$ cat src/rtl/edge_mask_packer_pkg.sv
`default_nettype none
// ============================================================================
// Module  : edge_mask_packer_pkg
// Purpose : Shared widths, FSM states, FIFO entry type and popcount helper
// Rev     : 1.0  initial release
// ============================================================================
package edge_mask_packer_pkg;

    localparam int LANE_N         = 8;
    localparam int DWIDTH         = 8;
    localparam int WORD_W         = 32;
    localparam int BEATS_PER_WORD = WORD_W / LANE_N;

    typedef enum logic [1:0] {
        IDLE   = 2'd0,
        ACTIVE = 2'd1,
        DRAIN  = 2'd2
    } pack_state_t;

    typedef struct packed {
        logic [WORD_W-1:0] data;
        logic              last;
        logic              eof;
    } fifo_entry_t;

    // Three-level adder tree over the eight mask lanes.
    function automatic logic [3:0] popcount8(input logic [7:0] v);
        logic [1:0] p0, p1, p2, p3;
        logic [2:0] q0, q1;
        p0 = {1'b0, v[0]} + {1'b0, v[1]};
        p1 = {1'b0, v[2]} + {1'b0, v[3]};
        p2 = {1'b0, v[4]} + {1'b0, v[5]};
        p3 = {1'b0, v[6]} + {1'b0, v[7]};
        q0 = {1'b0, p0} + {1'b0, p1};
        q1 = {1'b0, p2} + {1'b0, p3};
        return {1'b0, q0} + {1'b0, q1};
    endfunction

endpackage
`default_nettype wire

$ cat src/rtl/edge_mask_packer_if.sv
`default_nettype none
// ============================================================================
// Module  : edge_mask_packer_if
// Purpose : Valid/ready packed-word stream toward the frame writer
// Rev     : 1.0  initial release
// ============================================================================
interface edge_mask_packer_if;

    logic [edge_mask_packer_pkg::WORD_W-1:0] m_data;
    logic                                    m_vld;
    logic                                    m_rdy;
    logic                                    m_last;
    logic                                    m_eof;

    modport master (output m_data, m_vld, m_last, m_eof, input m_rdy);
    modport slave  (input m_data, m_vld, m_last, m_eof, output m_rdy);

endinterface
`default_nettype wire

$ cat src/rtl/edge_mask_packer_fifo.sv
`default_nettype none
// ============================================================================
// Module  : edge_word_fifo
// Purpose : First-word fall-through FIFO of packed words with last/eof tags
// Rev     : 1.0  initial release
// ============================================================================
module edge_word_fifo
    import edge_mask_packer_pkg::*;
#(
    parameter int FIFO_DEPTH = 16
) (
    input  wire logic        clk,
    input  wire logic        rst_n,
    input  wire logic        i_wr,
    input  wire fifo_entry_t i_wdata,
    output      logic        o_full,
    input  wire logic        i_rd,
    output      fifo_entry_t o_rdata,
    output      logic        o_empty
);

    localparam int AW = $clog2(FIFO_DEPTH);

    fifo_entry_t    r_mem [FIFO_DEPTH];
    logic [AW-1:0]  r_wr_ptr;
    logic [AW-1:0]  r_rd_ptr;
    logic [AW:0]    r_count;
    logic           w_pop;
    logic           w_push;

    assign o_full  = (r_count == (AW+1)'(FIFO_DEPTH));
    assign o_empty = (r_count == '0);
    // A pop in the same cycle frees the slot, so a full FIFO still accepts.
    assign w_pop   = i_rd && !o_empty;
    assign w_push  = i_wr && (!o_full || w_pop);
    assign o_rdata = o_empty ? '0 : r_mem[r_rd_ptr];

    always_ff @(posedge clk) begin
        if (w_push) begin
            r_mem[r_wr_ptr] <= i_wdata;
        end
    end

    always_ff @(posedge clk or negedge rst_n) begin
        if (!rst_n) begin
            r_wr_ptr <= '0;
            r_rd_ptr <= '0;
            r_count  <= '0;
        end else begin
            if (w_push) r_wr_ptr <= r_wr_ptr + 1'b1;
            if (w_pop)  r_rd_ptr <= r_rd_ptr + 1'b1;
            case ({w_push, w_pop})
                2'b10:   r_count <= r_count + 1'b1;
                2'b01:   r_count <= r_count - 1'b1;
                default: r_count <= r_count;
            endcase
        end
    end

endmodule
`default_nettype wire

$ cat src/rtl/edge_mask_packer.sv
`default_nettype none
// ============================================================================
// Module  : edge_mask_packer
// Purpose : Packs 8-lane edge-mask beats into row-aligned 32-bit words
// Rev     : 1.0  initial release
// ============================================================================
module edge_mask_packer
    import edge_mask_packer_pkg::*;
#(
    parameter int FIFO_DEPTH = 16
) (
    input  wire logic               sys_clk,
    input  wire logic               sys_rst_n,
    input  wire logic [31:0]        rowSize,
    input  wire logic [31:0]        colSize,
    input  wire logic               new_frame,
    input  wire logic [LANE_N-1:0]  mask_in,
    input  wire logic               mask_vld,
    edge_mask_packer_if.master      m_if,
    output      logic [15:0]        row_edge_cnt,
    output      logic [15:0]        row_idx,
    output      logic               row_cnt_vld,
    output      logic               overflow,
    output      logic               frame_done
);

    pack_state_t  r_state, w_state_nxt;
    logic         w_done_nxt;

    logic [15:0]  r_rows, r_row_cnt, r_edge_acc, r_pend_cnt, r_pend_idx;
    logic [12:0]  r_bpr, r_beat_cnt;
    logic [31:0]  r_pack;
    logic [1:0]   r_slot;
    logic         r_push, r_row_pend;
    fifo_entry_t  r_push_data, w_rd_data;
    logic         w_fifo_full, w_fifo_empty;

    wire w_unused = ^{rowSize[31:16], colSize[31:16], colSize[2:0]};

    wire        w_degenerate = (rowSize[15:0] == 16'd0) || (colSize[15:3] == 13'd0);
    wire        w_beat       = (r_state == ACTIVE) && mask_vld && !new_frame;
    wire        w_row_end    = w_beat && (r_beat_cnt == r_bpr - 13'd1);
    wire        w_frame_end  = w_row_end && (r_row_cnt == r_rows - 16'd1);
    wire        w_word_end   = w_beat && ((r_slot == 2'(BEATS_PER_WORD-1)) || w_row_end);
    wire [31:0] w_word       = r_pack | ({mask_in, 24'd0} >> {r_slot, 3'b000});
    wire [15:0] w_edge_sum   = r_edge_acc + 16'(popcount8(mask_in));

    always_ff @(posedge sys_clk or negedge sys_rst_n) begin
        if (!sys_rst_n) r_state <= IDLE;
        else            r_state <= w_state_nxt;
    end

    always_comb begin
        w_state_nxt = r_state;
        w_done_nxt  = 1'b0;
        if (new_frame) begin
            w_state_nxt = w_degenerate ? DRAIN : ACTIVE;
        end else begin
            case (r_state)
                IDLE:    w_state_nxt = IDLE;
                ACTIVE:  if (w_frame_end) w_state_nxt = DRAIN;
                // The pending push register must also be empty before the frame is drained.
                DRAIN: begin
                    if (w_fifo_empty && !r_push) begin
                        w_state_nxt = IDLE;
                        w_done_nxt  = 1'b1;
                    end
                end
                default: w_state_nxt = IDLE;
            endcase
        end
    end

    always_ff @(posedge sys_clk or negedge sys_rst_n) begin
        if (!sys_rst_n) begin
            r_rows       <= '0;
            r_bpr        <= '0;
            r_beat_cnt   <= '0;
            r_row_cnt    <= '0;
            r_edge_acc   <= '0;
            r_pack       <= '0;
            r_slot       <= '0;
            r_push       <= 1'b0;
            r_push_data  <= '0;
            r_row_pend   <= 1'b0;
            r_pend_cnt   <= '0;
            r_pend_idx   <= '0;
            row_cnt_vld  <= 1'b0;
            row_edge_cnt <= '0;
            row_idx      <= '0;
            overflow     <= 1'b0;
            frame_done   <= 1'b0;
        end else begin
            r_push      <= w_word_end;
            r_row_pend  <= w_row_end;
            row_cnt_vld <= r_row_pend;
            frame_done  <= w_done_nxt;
            if (w_word_end) begin
                r_push_data <= '{data: w_word, last: w_row_end, eof: w_frame_end};
            end
            if (r_row_pend) begin
                row_edge_cnt <= r_pend_cnt;
                row_idx      <= r_pend_idx;
            end
            if (r_push && w_fifo_full && !m_if.m_rdy) overflow <= 1'b1;

            if (new_frame) begin
                r_rows     <= rowSize[15:0];
                r_bpr      <= colSize[15:3];
                r_beat_cnt <= '0;
                r_row_cnt  <= '0;
                r_edge_acc <= '0;
                r_pack     <= '0;
                r_slot     <= '0;
                overflow   <= 1'b0;
            end else if (w_beat) begin
                r_pack <= w_word_end ? 32'd0 : w_word;
                r_slot <= w_word_end ? 2'd0 : r_slot + 2'd1;
                if (w_row_end) begin
                    r_beat_cnt <= '0;
                    r_row_cnt  <= r_row_cnt + 16'd1;
                    r_edge_acc <= '0;
                    r_pend_cnt <= w_edge_sum;
                    r_pend_idx <= r_row_cnt;
                end else begin
                    r_beat_cnt <= r_beat_cnt + 13'd1;
                    r_edge_acc <= w_edge_sum;
                end
            end
        end
    end

    edge_word_fifo #(.FIFO_DEPTH(FIFO_DEPTH)) u_fifo (
        .clk     (sys_clk),
        .rst_n   (sys_rst_n),
        .i_wr    (r_push),
        .i_wdata (r_push_data),
        .o_full  (w_fifo_full),
        .i_rd    (m_if.m_rdy),
        .o_rdata (w_rd_data),
        .o_empty (w_fifo_empty)
    );

    assign m_if.m_vld  = !w_fifo_empty;
    assign m_if.m_data = w_rd_data.data;
    assign m_if.m_last = w_rd_data.last;
    assign m_if.m_eof  = w_rd_data.eof;

endmodule
`default_nettype wire

$ cat src/flat_wrapper.sv
// flat-port wrapper written by rule: the top's interface ports become plain ports
module edge_mask_packer_flat import edge_mask_packer_pkg::*;
#(
    parameter int FIFO_DEPTH = 16
)
  (sys_clk, sys_rst_n, rowSize, colSize, new_frame, mask_in, mask_vld, row_edge_cnt, row_idx, row_cnt_vld, overflow, frame_done, m_if_m_data, m_if_m_vld, m_if_m_last, m_if_m_eof, m_if_m_rdy);
  edge_mask_packer_if m_if_i ();
  input  wire logic sys_clk;
  input  wire logic sys_rst_n;
  input  wire logic [31:0] rowSize;
  input  wire logic [31:0] colSize;
  input  wire logic new_frame;
  input  wire logic [LANE_N-1:0] mask_in;
  input  wire logic mask_vld;
  output      logic [15:0] row_edge_cnt;
  output      logic [15:0] row_idx;
  output      logic row_cnt_vld;
  output      logic overflow;
  output      logic frame_done;
  output wire logic [$bits(m_if_i.m_data)-1:0] m_if_m_data;
  output wire logic [$bits(m_if_i.m_vld)-1:0] m_if_m_vld;
  output wire logic [$bits(m_if_i.m_last)-1:0] m_if_m_last;
  output wire logic [$bits(m_if_i.m_eof)-1:0] m_if_m_eof;
  input wire logic [$bits(m_if_i.m_rdy)-1:0] m_if_m_rdy;
  assign m_if_m_data = m_if_i.m_data;
  assign m_if_m_vld = m_if_i.m_vld;
  assign m_if_m_last = m_if_i.m_last;
  assign m_if_m_eof = m_if_i.m_eof;
  assign m_if_i.m_rdy = m_if_m_rdy;
  edge_mask_packer #(.FIFO_DEPTH(FIFO_DEPTH)) u_core (.sys_clk(sys_clk), .sys_rst_n(sys_rst_n), .rowSize(rowSize), .colSize(colSize), .new_frame(new_frame), .mask_in(mask_in), .mask_vld(mask_vld), .m_if(m_if_i), .row_edge_cnt(row_edge_cnt), .row_idx(row_idx), .row_cnt_vld(row_cnt_vld), .overflow(overflow), .frame_done(frame_done));
endmodule
$ cat config.mk
export PLATFORM = sky130hd
export DESIGN_NAME = edge_mask_packer_flat
export DESIGN_NICKNAME = d
export VERILOG_FILES = /design/src/rtl/edge_mask_packer_pkg.sv /design/src/rtl/edge_mask_packer_if.sv /design/src/rtl/edge_mask_packer_fifo.sv /design/src/rtl/edge_mask_packer.sv /design/src/flat_wrapper.sv
export SDC_FILE = /design/constraint.sdc
export NUM_CORES = 1
export LEC_CHECK = 0
export CAP_MARGIN = 20
export CORE_UTILIZATION = 45
export DETAILED_ROUTE_END_ITERATION = 16
export GPL_ROUTABILITY_DRIVEN = 0
export PLACE_DENSITY = 0.69
export SLEW_MARGIN = 15
export SYNTH_ARGS = -nofsm -noshare
export SYNTH_HDL_FRONTEND = slang
export SYNTH_HIERARCHICAL = 1
export SYNTH_SLANG_ARGS = --single-unit
$ cat constraint.sdc
create_clock -name sys_clk -period 6.5 [get_ports sys_clk]
set_input_delay 0.65 -clock sys_clk [delete_from_list [all_inputs] [get_ports sys_clk]]
set_output_delay 0.65 -clock sys_clk [all_outputs]
set_load 0.01 [all_outputs]
==> summary.md <==
| Metric | Value |
|---|---|
| Gr ovfl total | 0 |
| Most common cell after layout, fill and taps aside | edfxtp_1 |
| Hold path start | u_core/r_pend_idx[15] |
| Peak supply drop | 0.0002050 V |
| CTS tree | done |
| Setup TNS | 0 ns |
| TritonCTS Buffers | 80 |
| Final hold vios | 0 |
| Critical Path End Type | flop |
| Hold Path Depth | 2 |
| Util after Layout | 0.5234 |
| Cell count of the worst reg-to-reg path | 10 |
| Total GRT Usage | 0.1976 |
| Min-delay worst type | flop to flop |
| Clock Latency Late Sink | 0.64 ns |
| P_leak | approximately 13 nW |
| Routed WL | 70.60 mm |
| Outcome | finished clean |
| Leading area contributor after synthesis | edfxtp_1 |
| Hold buffers post-CTS | 1 |
| Residual DRC | 0 |
| Worst Hold Slack | around 0.47 ns |
| Die width | 268.4 µm |
| First-pass GRT wire length | approximately 110 mm |
| Yosys warnings | 6 |
| Sw Pwr | 3.435 mW |
| Sequential share of power | 0.445 |
| Bufs and invs on worst path | 2 |
| PnR worst setup slack | 1.563 ns |
| Final min period | 4.937 ns |
| Cell Int Power | 9.250 mW |
| Drt pass-1 iters | 5 |
| Yosys reg bits | 770 |
| Sw frac | 0.2708 |
| Share of cells above drive strength 1 | 0.1811 |
| Vias in the first global route | 18.33k |
| Vias per cell | 5.832 |
| Worst R2R Setup Slack | between 2 and 2.5 ns |
| Most frequent cells in the layout | edfxtp_1, dfrtp_1, nand2_1 |
| Main synth FF type | edfxtp_1 |
| Fin cells | slightly above 3k |
| Req. time, crit path | 6.98 ns |
| Total power | 12.69 mW |
| CP max FO | 5 |
| Delay-heaviest family, CP | adder cells |
| Asr flop ratio synth | 0.2935 |
| Sequential area share after synthesis | 0.6884 |
| Pwr Density | 345.5 nW/µm² |
| Core area | 70150 µm² |
| Die Y | 268.4 µm |
| Post-Synthesis Cell Area | 31940 µm² |
| Nets | 2199 |
| Final worst path period share | 0.7595 |
| Final Cell Area | 36710 µm² |
| Post_cts resized | 0 |
| Post-synthesis cell type count | 78 |
| Number of cells on the critical path | 14 |
| Reg area | approximately 22000 µm² |
| Crit path top cell by count | fa_1 |
| Worst EP arrival | 5.42 ns |
| Achievable Freq | 202.6 MHz |
| CTS Root Cell | clkbuf_16 |
| Largest net degree at the start of global routing | 175 |
| Num rows | 97 |
| Worst Hold End | u_core/r_pend_idx[15] |
| Area delta synth->final | 14.93% |
| Slowest-stage cell, CP | fa_1 |
| Slew Limit Fails | 0 |
| Placed insts | 2952 |
| Post-DP HPWL | between 30 and 40 mm |
| DR iter-0 viols | 1564 |
| CTS sink cnt | 770 |
| Post-CTS setup buffers | 0 |
| Clock Tree Buf Depth | 3 |
| IO Count | 147 |
| Reg clk slew, reported paths | 0.06 ns |
| Logic pwr share | 0.199 |
| Multi-input logic area | 9324 µm² |
| Gate Count Post-Synth | 1990 |
| Max-cap violations | 0 |
| Die Area | 72060 µm² |
| Fill cells | 5704 |
| Clock power frac | 0.356 |
| Critical setup path kind | primary input to flop |
| Synth top area cells | edfxtp_1, dfrtp_1, mux4_2 |
| Starting Density | 0.4554 |
| Vias | 18.11k |
| Crit-path max cell delay | 0.65 ns |
| Pre-CTS WS | 0.9838 ns |
| Antenna violations before repair | 2 |
| Setup violations, final | 0 |
| Reg2reg start | u_core/r_bpr[0] |
| Actual slew at the worst max-slew pin | 1.104 ns |
| ANT nets after route | 0 |
| H-tree depth | 3 |
| Reg-to-Reg End | u_core/r_row_cnt[8] |
| RSZ-0062 raised after global routing | false |
| Syn Area/Cell | 16.05 µm² |
| Wire per inst | between 20 and 25 µm |
| Port Buffers | 111 |
| Syn nets | 2092 |
| Fin Clk Skew | 0.03791 ns |
| Element type at the critical path start | primary input |
| Worst slew margin | 0.2641 |
| Top-area cell type share of the netlist area | 0.5114 |
| EDFF count, synth | 544 |
| Area after DPL | 34050 µm² |
| Crit path cell chain | clkdlybuf4s50_1 -> fa_1 -> inv_1 -> fa_1 -> fa_1 -> fa_1 -> fa_1 -> nor2b_1 -> o21ai_0 -> a21boi_0 -> nand2_1 -> o21ai_0 -> nor2b_1 -> o21ai_0 |
==> layer usage <==
metal  track usage  routed length (µm)  vias up
met2        0.3255               34660      569
met1        0.2703               30240     9491
li1              -                   -     7936
met3       0.03717                4087      115
met5             0                  11        -
met4       0.05344                1603        2
==> tightest hold or removal path, delay by kind of cell, from the launching register on <==
kind             cells  cell delay [ns]
AND/OR/NAND/NOR      2             0.10
flip-flops           1             0.34
==> area by class of cell <==
class | instances | area share
sequential | 770 | 0.5994
multi-input combinational | 1063 | 0.2540
timing repair buffer | 144 | 0.03933
clock inverter | 41 | 0.01234
inverter | 38 | 0.003885
antenna | 1 | 0.00006816
tap | 940 | 0.03203
clock buffer | 109 | 0.05899
==> cells by family (layout without fill, tap and decap cells) <==
logic type      after synthesis  after routing  share of synthesized area
other cells                   0              1                          0
xor+xnor                     58             58                    0.01590
compound gates              300            300                    0.05922
simple gates                443            443                    0.07242
flops                       770            770                     0.6884
buf+inv                     157            332                    0.02276
fa+ha+maj                    25             25                    0.01120
mux                         237            237                     0.1301
==> synth_stat cells, drive strengths merged (6+ instances only) <==
library cell,n
ha,19
nor3,12
dfrtp,226
fa,6
nor2b,48
nor4,22
nand3,65
xnor2,30
a21oi,54
nor2,46
mux4,136
clkbuf,52
mux2,59
a31oi,9
inv,37
o21ai,112
edfxtp,544
a211oi,68
and3,21
mux2i,42
or4,10
o211ai,8
nand2,148
nand2b,11
xor2,28
nand4,24
buf,67
==> how the worst max path moves through the flow <==
stage               start                         to  slack, ns
3_5_place_dp   mask_in[0]      u_core/r_pend_cnt[14]       0.98
5_1_grt        mask_in[0]      u_core/r_pend_cnt[14]       1.27
6_report       mask_in[0]      u_core/r_pend_cnt[14]       1.56
2_1_floorplan  m_if_m_rdy  u_core/u_fifo/r_mem[0][0]       1.86
3_3_place_gp   mask_in[0]      u_core/r_pend_cnt[14]       1.06
4_1_cts        mask_in[0]      u_core/r_pend_cnt[14]       1.63
==> power groups by stage <==
stage | combinational (mW) | clock (mW) | sequential, mW
final | 2.52 | 4.52 | 5.65
after global routing | 2.71 | 4.77 | 5.69
after CTS | 2.58 | 4.59 | 5.66
after detailed placement | 2.57 | 0 | 5.76
after floorplan | 1.97 | 0 | 5.43
after global placement | 2.53 | 0 | 5.75
==> registers in the layout (all words and copies together), names as in the netlist <==
register                count
u_core/row_edge_cnt        16
u_core/overflow             1
u_core/r_beat_cnt          13
u_core/r_slot               2
u_core/r_push_data         34
u_core/r_pend_cnt          16
u_core/r_edge_acc          16
u_core/u_fifo/r_rd_ptr      4
u_core/r_bpr               13
u_core/row_idx             16
u_core/r_row_pend           1
u_core/u_fifo/r_count       5
u_core/r_row_cnt           16
u_core/u_fifo/r_wr_ptr      4
u_core/r_rows              16
u_core/frame_done           1
u_core/r_pend_idx          16
u_core/u_fifo/r_mem       544
u_core/row_cnt_vld          1
u_core/r_push               1
u_core/r_pack              32
u_core/r_state              2
Power figures use the tool's default switching activity.
